[config.mk]
export PLATFORM = sky130hd
export DESIGN_NAME = pong_game_controller
export DESIGN_NICKNAME = d
export VERILOG_FILES = /design/src/rtl/pong_pkg.sv /design/src/rtl/pong_frame_divider.sv /design/src/rtl/pong_game_controller.sv
export SDC_FILE = /design/constraint.sdc
export NUM_CORES = 1
export LEC_CHECK = 0
export CAP_MARGIN = 20
export CORE_AREA = 2 2 49 86
export DETAILED_ROUTE_END_ITERATION = 10
export DIE_AREA = 0 0 51 88
export PLACE_DENSITY_LB_ADDON = 0.08
export SETUP_SLACK_MARGIN = 0.05
export SLEW_MARGIN = 20
export SYNTH_ARGS = -nofsm -noshare
export SYNTH_HDL_FRONTEND = slang
export SYNTH_SLANG_ARGS = --single-unit
[constraint.sdc]
create_clock -name clock -period 3.15 [get_ports clock]
set_clock_uncertainty 0.2 [all_clocks]
set_input_delay 0.63 -clock clock [delete_from_list [all_inputs] [get_ports clock]]
set_output_delay 0.63 -clock clock [all_outputs]
set_load 0.01 [all_outputs]
[src/rtl/pong_pkg.sv]
// pong_pkg: shared state encoding and sizing constants for the pong controller.
// Latency: n/a (types and constants only).
// Backpressure: n/a.
package pong_pkg;

  typedef enum logic [2:0] {
    IDLE  = 3'd0,
    SERVE = 3'd1,
    PLAY  = 3'd2,
    POINT = 3'd3,
    OVER  = 3'd4
  } state_t;

  localparam int WIDTH_DEF  = 20;
  localparam int HEIGHT_DEF = 10;
  localparam int SCORE_W    = 4;

endpackage

[src/rtl/pong_frame_divider.sv]
// pong_frame_divider: counts frame pulses and flags the pulse that completes a period.
// Latency: tc is combinational on the completing frame pulse; the count restarts at 0.
// Backpressure: none; frames seen while clear is high are dropped.
// Ports: clock/reset (async active-low), frame pulse, clear (hold count at 0),
//        load (period in frames, >= 1), tc (terminal-count strobe).
module pong_frame_divider #(
  parameter int CNT_W = 8
) (
  input  logic             clock,
  input  logic             reset,
  input  logic             frame,
  input  logic             clear,
  input  logic [CNT_W-1:0] load,
  output logic             tc
);

  logic [CNT_W-1:0] cnt_q, cnt_d;

  always_comb begin
    tc    = 1'b0;
    cnt_d = cnt_q;
    if (clear) begin
      cnt_d = '0;
    end else if (frame) begin
      // The load-th pulse of a period is the terminal one.
      if (cnt_q == load - 1'b1) begin
        tc    = 1'b1;
        cnt_d = '0;
      end else begin
        cnt_d = cnt_q + 1'b1;
      end
    end
  end

  always_ff @(posedge clock or negedge reset) begin
    if (!reset) cnt_q <= '0;
    else        cnt_q <= cnt_d;
  end

endmodule

[src/rtl/pong_game_controller.sv]
// pong_game_controller: IDLE/SERVE/PLAY/POINT/OVER sequencer, move/serve strobes, scoring.
// Latency: all outputs registered; move/serve appear one cycle after the deciding edge.
// Backpressure: none; frame pulses outside SERVE/PLAY (incl. the POINT cycle) are ignored.
// Ports: clock, reset (async active-low), frame pulse, start level, ball edges
//        top/bottom/left/right (signed), paddle_l/paddle_r top rows;
//        outputs move, serve, score_l, score_r, state, winner.
// Optional: define PONG_SPEEDUP_EN to shorten the move period by one frame every
//        4th paddle hit (floor 1), restored to FRAMES_PER_MOVE on each serve.
module pong_game_controller import pong_pkg::*; #(
  parameter int WIDTH           = WIDTH_DEF,
  parameter int HEIGHT          = HEIGHT_DEF,
  parameter int XBITS           = $clog2(WIDTH),
  parameter int YBITS           = $clog2(HEIGHT),
  parameter int FRAMES_PER_MOVE = 2,
  parameter int PADDLE_HEIGHT   = 3,
  parameter int WIN_SCORE       = 5,
  parameter int SERVE_DELAY     = 8
) (
  input  logic                clock,
  input  logic                reset,
  input  logic                frame,
  input  logic                start,
  input  logic signed [YBITS:0] top,
  input  logic signed [YBITS:0] bottom,
  input  logic signed [XBITS:0] left,
  input  logic signed [XBITS:0] right,
  input  logic [YBITS-1:0]    paddle_l,
  input  logic [YBITS-1:0]    paddle_r,
  output logic                move,
  output logic                serve,
  output logic [SCORE_W-1:0]  score_l,
  output logic [SCORE_W-1:0]  score_r,
  output logic [2:0]          state,
  output logic                winner
);

  // Divider width must hold SERVE_DELAY and the largest move period.
  localparam int CNT_W = 8;
  localparam logic [3:0]           FPM_INIT   = 4'(FRAMES_PER_MOVE);
  localparam logic [SCORE_W-1:0]   WIN_VAL    = SCORE_W'(WIN_SCORE);
  localparam logic signed [XBITS:0] LEFT_WALL  = '0;
  localparam logic signed [XBITS:0] RIGHT_WALL = (XBITS+1)'(WIDTH-1);

  state_t             state_q, state_d;
  logic               move_q, move_d;
  logic               serve_q, serve_d;
  logic               winner_q, winner_d;
  logic               point_r_q, point_r_d;   // 1: last point went to the right player
  logic [SCORE_W-1:0] score_l_q, score_l_d;
  logic [SCORE_W-1:0] score_r_q, score_r_d;
  logic [3:0]         rate;

`ifdef PONG_SPEEDUP_EN
  logic [3:0] rate_q, rate_d;
  logic [1:0] hit_cnt_q, hit_cnt_d;
  assign rate = rate_q;
`else
  assign rate = FPM_INIT;
`endif

  // Frame divider: SERVE delay and PLAY move period share one counter; it is
  // always at 0 when switching between them because tc restarts it.
  logic             div_clear, div_tc;
  logic [CNT_W-1:0] div_load;

  assign div_clear = !((state_q == SERVE) || (state_q == PLAY));
  assign div_load  = (state_q == SERVE) ? CNT_W'(SERVE_DELAY) : CNT_W'(rate);

  pong_frame_divider #(.CNT_W(CNT_W)) u_div (
    .clock (clock),
    .reset (reset),
    .frame (frame),
    .clear (div_clear),
    .load  (div_load),
    .tc    (div_tc)
  );

  // Paddle span computed one bit wider than the row index so it cannot wrap,
  // then compared signed against the ball edges.
  logic signed [YBITS:0] pad_l_top, pad_l_bot, pad_r_top, pad_r_bot;
  logic overlap_l, overlap_r, at_l, at_r, miss_l, miss_r;

  assign pad_l_top = $signed({1'b0, paddle_l});
  assign pad_l_bot = $signed({1'b0, paddle_l} + (YBITS+1)'(PADDLE_HEIGHT-1));
  assign pad_r_top = $signed({1'b0, paddle_r});
  assign pad_r_bot = $signed({1'b0, paddle_r} + (YBITS+1)'(PADDLE_HEIGHT-1));

  assign overlap_l = (bottom >= pad_l_top) && (top <= pad_l_bot);
  assign overlap_r = (bottom >= pad_r_top) && (top <= pad_r_bot);
  assign at_l      = (left <= LEFT_WALL);
  assign at_r      = (right >= RIGHT_WALL);
  assign miss_l    = at_l && !overlap_l;
  assign miss_r    = at_r && !overlap_r;

  always_comb begin
    state_d   = state_q;
    move_d    = 1'b0;
    serve_d   = 1'b0;
    winner_d  = winner_q;
    point_r_d = point_r_q;
    score_l_d = score_l_q;
    score_r_d = score_r_q;
`ifdef PONG_SPEEDUP_EN
    rate_d    = rate_q;
    hit_cnt_d = hit_cnt_q;
`endif
    case (state_q)
      IDLE, OVER: begin
        if (start) begin
          score_l_d = '0;
          score_r_d = '0;
          state_d   = SERVE;
          serve_d   = 1'b1;
        end
      end
      SERVE: begin
        if (div_tc) state_d = PLAY;
      end
      PLAY: begin
        if (div_tc) begin
          // Left miss wins a simultaneous double miss.
          if (miss_l) begin
            score_r_d = score_r_q + 1'b1;
            point_r_d = 1'b1;
            state_d   = POINT;
          end else if (miss_r) begin
            score_l_d = score_l_q + 1'b1;
            point_r_d = 1'b0;
            state_d   = POINT;
          end else begin
            move_d = 1'b1;
`ifdef PONG_SPEEDUP_EN
            if ((at_l && overlap_l) || (at_r && overlap_r)) begin
              hit_cnt_d = hit_cnt_q + 2'd1;
              if ((hit_cnt_q == 2'd3) && (rate_q > 4'd1)) rate_d = rate_q - 4'd1;
            end
`endif
          end
        end
      end
      POINT: begin
        if ((point_r_q ? score_r_q : score_l_q) == WIN_VAL) begin
          state_d  = OVER;
          winner_d = point_r_q;
        end else begin
          state_d = SERVE;
          serve_d = 1'b1;
        end
      end
      default: state_d = IDLE;
    endcase
`ifdef PONG_SPEEDUP_EN
    if (serve_d) begin
      rate_d    = FPM_INIT;
      hit_cnt_d = 2'd0;
    end
`endif
  end

  always_ff @(posedge clock or negedge reset) begin
    if (!reset) begin
      state_q   <= IDLE;
      move_q    <= 1'b0;
      serve_q   <= 1'b0;
      winner_q  <= 1'b0;
      point_r_q <= 1'b0;
      score_l_q <= '0;
      score_r_q <= '0;
`ifdef PONG_SPEEDUP_EN
      rate_q    <= FPM_INIT;
      hit_cnt_q <= 2'd0;
`endif
    end else begin
      state_q   <= state_d;
      move_q    <= move_d;
      serve_q   <= serve_d;
      winner_q  <= winner_d;
      point_r_q <= point_r_d;
      score_l_q <= score_l_d;
      score_r_q <= score_r_d;
`ifdef PONG_SPEEDUP_EN
      rate_q    <= rate_d;
      hit_cnt_q <= hit_cnt_d;
`endif
    end
  end

  assign move    = move_q;
  assign serve   = serve_q;
  assign score_l = score_l_q;
  assign score_r = score_r_q;
  assign state   = state_q;
  assign winner  = winner_q;

endmodule

==> results.md <==
- Run status: complete, no violations
- Top fanout value on the critical path: 7
- Worst-case register-to-register setup slack: 0.76 ns
- Overall routing resource usage: 20.8%
- Max Root-Sink Buffers: 2
- Net count of the finished layout: between 300 and 400
- Timing-limited maximum frequency: 340 MHz
- Ports: 48
- Number of slew-limit violations in the final report: 0
- Residual antenna-violating net count after detailed routing: 0
- Critical Path Slowest Stage Cell: clkdlybuf4s50_1
- Max stage delay on crit path: ~0.46 ns
- Ys flop type: dfrtp_1
- Met3 usage: 2.22%
- Beginning of the worst hold path: score_r[3]
- Hold Vio Cnt, Final: 0
- Period utilisation layout: 93.2%
- Via count of the first global-routing pass: 1585
- Met1 usage: 24.0%
- Yosys warnings: 0
- Launch point of the worst path: paddle_l[1]
- Total power density per cell area: 390 nW/um2
- Cell area after synthesis: 1760 um2
- Filler cell count in the final layout: 352
- Class of the tightest hold or removal check: reg2reg
- Fraction of final layout cells sized beyond drive strength 1: 7.42%
- Cells taking the most area after synthesis: dfrtp_1 33%, ha_1 16%, nand2_1 4.5%, inv_1 4.3%, nor2_1 3.2%
- Static leakage: roughly 1.1 nW
- Largest net degree at the start of global routing: 24
- Grt total ovfl: 0
- Die Span Y: 88 um
- Wire length per cell after detailed routing: 14.0 um
- Floorplan die area: 4490 um2
- Worst setup slack after placement: -0.0945 ns
- Synth-to-layout area growth: 35.6%
- Worst setup EP type: register
- Register area share after synthesis: 32.7%
- Total of max-cap violations: 0
- Cell class contributing the biggest share of worst-path delay: compound AO/OA/AOI/OAI gates
- Worst setup margin: between 0.2 and 0.25 ns
- Antenna violations before repair: 0
- Startpoint of the worst register-to-register path: state[0]
- Remaining routing DRC violations: 0
- Antenna diode count: 0
- Synthesized instance count: 201
- Instance count along the most critical hold path: 1
- Maximum vdd drop: 0.430 mV
- Length of the first detailed-routing pass in iterations: 4
- Fraction of synthesized cell area taken by the top area cell type: 32.7%
- Worst-path cell chain: clkdlybuf4s50_1, ha_1, xnor2_1, ha_1, nand3_1, o221ai_1, nand3_1, a21oi_2, nand2_1, o31ai_1
- Number of flops mapped to enable cells by yosys: 0
- Detailed Route WL: 4260 um
- Per-cell via count in the routed design: roughly 5.4
- Final setup vio count: 0
- Top post-synthesis cells by count: 23 x dfrtp_1, 23 x ha_1, 21 x nand2_1
- Area used by multi-input combinational logic: 1120 um2
- TritonCTS Buffers: 3
- Met2 Usage GRT: 37.7%
- Required @ worst endpoint: 3.13 ns
- Core outline area: 3790 um2
- Non-filler cells, final: roughly 300
- Min cycle time layout: 2.94 ns
- Global-route layer with the greatest usage: met2
- Launching element type of the critical path: input pin
- R2R Path End: score_l[3]
- Slew at the pin closest to its max-slew limit: roughly 0.56 ns
- Reg2reg path depth: 5
- First-pass GRT wire length: between 7000 and 8000 um
- Quantity of I/O buffers inserted on ports: 47
- Nets in the synthesized netlist: 258
- Clock tree sinks: 23
- Post-route worst hold slack: 0.350 ns
- Number of H-tree levels: 1
- Data arrival at the endpoint of the critical path: between 2 and 3 ns
- Biggest area consumer among synthesized cells: dfrtp_1
- RSZ-0062 raised after global routing: true
- Cell at the root of the clock tree: clkbuf_8
- Via count: 1643
- Total negative setup slack: 0 ns
- Number of cell rows: 30
- Width of the die: between 50 and 60 um
- Iteration-0 DRC count of the detailed router: 25
- Worst path buffer plus inverter count: 1
- Number of cells after detailed placement: 300
- Worst Path Class, Setup: in2reg
- Clock transition at path regs: about 0.090 ns
- Normalized max-slew margin: between 60 and 70%
- Number of flip-flops and latches in the synthesized netlist: 23
- Hold path endpoint: score_r[3]
- Combined flip-flop and latch cell area: around 580 um2
- Overall power: 931 uW
- Distinct cells, synth: 46
- Half-perimeter wire length of the detailed placement result: 3400 um
- TritonCTS clock tree: built
- Starting density of the core: a little under half
- Global placer's final weighted congestion: 0.854
- Insertion delay of the later-clocked pin in the worst-skew pair: approximately 0.27 ns
- Mapped Avg Cell Area: a little under 9 um2
- Ys async rst share: 100%
worst max path at each step:
| stage | to | slack [ns] | depth (start not counted) |
|---|---|---|---|
| after floorplan | score_l[3] | 0.50 | 9 |
| after global placement | score_l[3] | -0.05 | 10 |
| after detailed placement | score_l[3] | -0.09 | 10 |
| after CTS | score_l[3] | 0.18 | 10 |
| after global routing | score_r[3] | -0.0006 | 10 |
| final | score_r[3] | 0.21 | 10 |
area by class of cell:
| class | count | area share [%] |
|---|---|---|
| Clock inverter | 1 | 0.210 |
| Inverter | 20 | 3.14 |
| Multi-Input combinational cell | 156 | 46.7 |
| Tap cell | 48 | 2.51 |
| Sequential cell | 23 | 24.1 |
| Timing Repair Buffer | 53 | 21.6 |
| Clock buffer | 3 | 1.73 |
what timing repair did:
item / 4_1_cts / 5_1_grt
endpoints found under the setup margin: 0 / 5
gates resized for setup: 0 / 6
hold buffers: 0 / 0
setup buffers: 0 / 0
flip-flops by register name, summed over array words and instances, names as in the netlist:
| name | count |
|---|---|
| u_div.cnt_q | 8 |
| score_l | 4 |
| score_r | 4 |
| state | 3 |
| move | 1 |
| point_r_q | 1 |
| serve | 1 |
| winner | 1 |
report_power, final:
group | total, mW | switching [mW] | leakage (nW) | internal (mW)
sequential | 0.389 | 0.0576 | 0.306 | 0.331
combinational | 0.355 | 0.183 | 0.764 | 0.172
clock | 0.187 | 0.0987 | 0.0255 | 0.0885
total | 0.931 | 0.339 | 1.10 | 0.591
metal layers:
metal  up-vias  wire length, um
li1        843                -
met1       743             1800
met2        48             2180
met3         9              159
met4         0              112
met5         -                0
logic make-up after synthesis:
logic type	after synthesis	synth area share [%]
AOI/OAI and AO/OA	41	15.9
xor gates and xnor gates	6	2.98
adders and majority gates	23	16.3
buffers and inverters	22	4.83
DFF	23	32.7
muxes	6	3.62
and+or+nand+nor	80	23.7
cells in the final DEF (no fill, tap or decap), types with 6 or more instances in the layout:
cell	count
a21oi_1	7
buf_4	6
clkdlybuf4s50_1	47
dfrtp_1	23
ha_1	23
inv_1	20
nand2_1	21
nand3_1	11
nand4_1	6
nor2_1	15
o21ai_0	6
stage by stage:
| step | utilization, % | area (um2) |
|---|---|---|
| global route | 63.0 | 2390 |
| global placement | 61.4 | 2330 |
| floorplan | - | 1760 |
| finish | 63.0 | 2390 |
| detailed placement | 61.4 | 2330 |
| CTS | 62.6 | 2370 |
(Power assumes the default switching activity.)
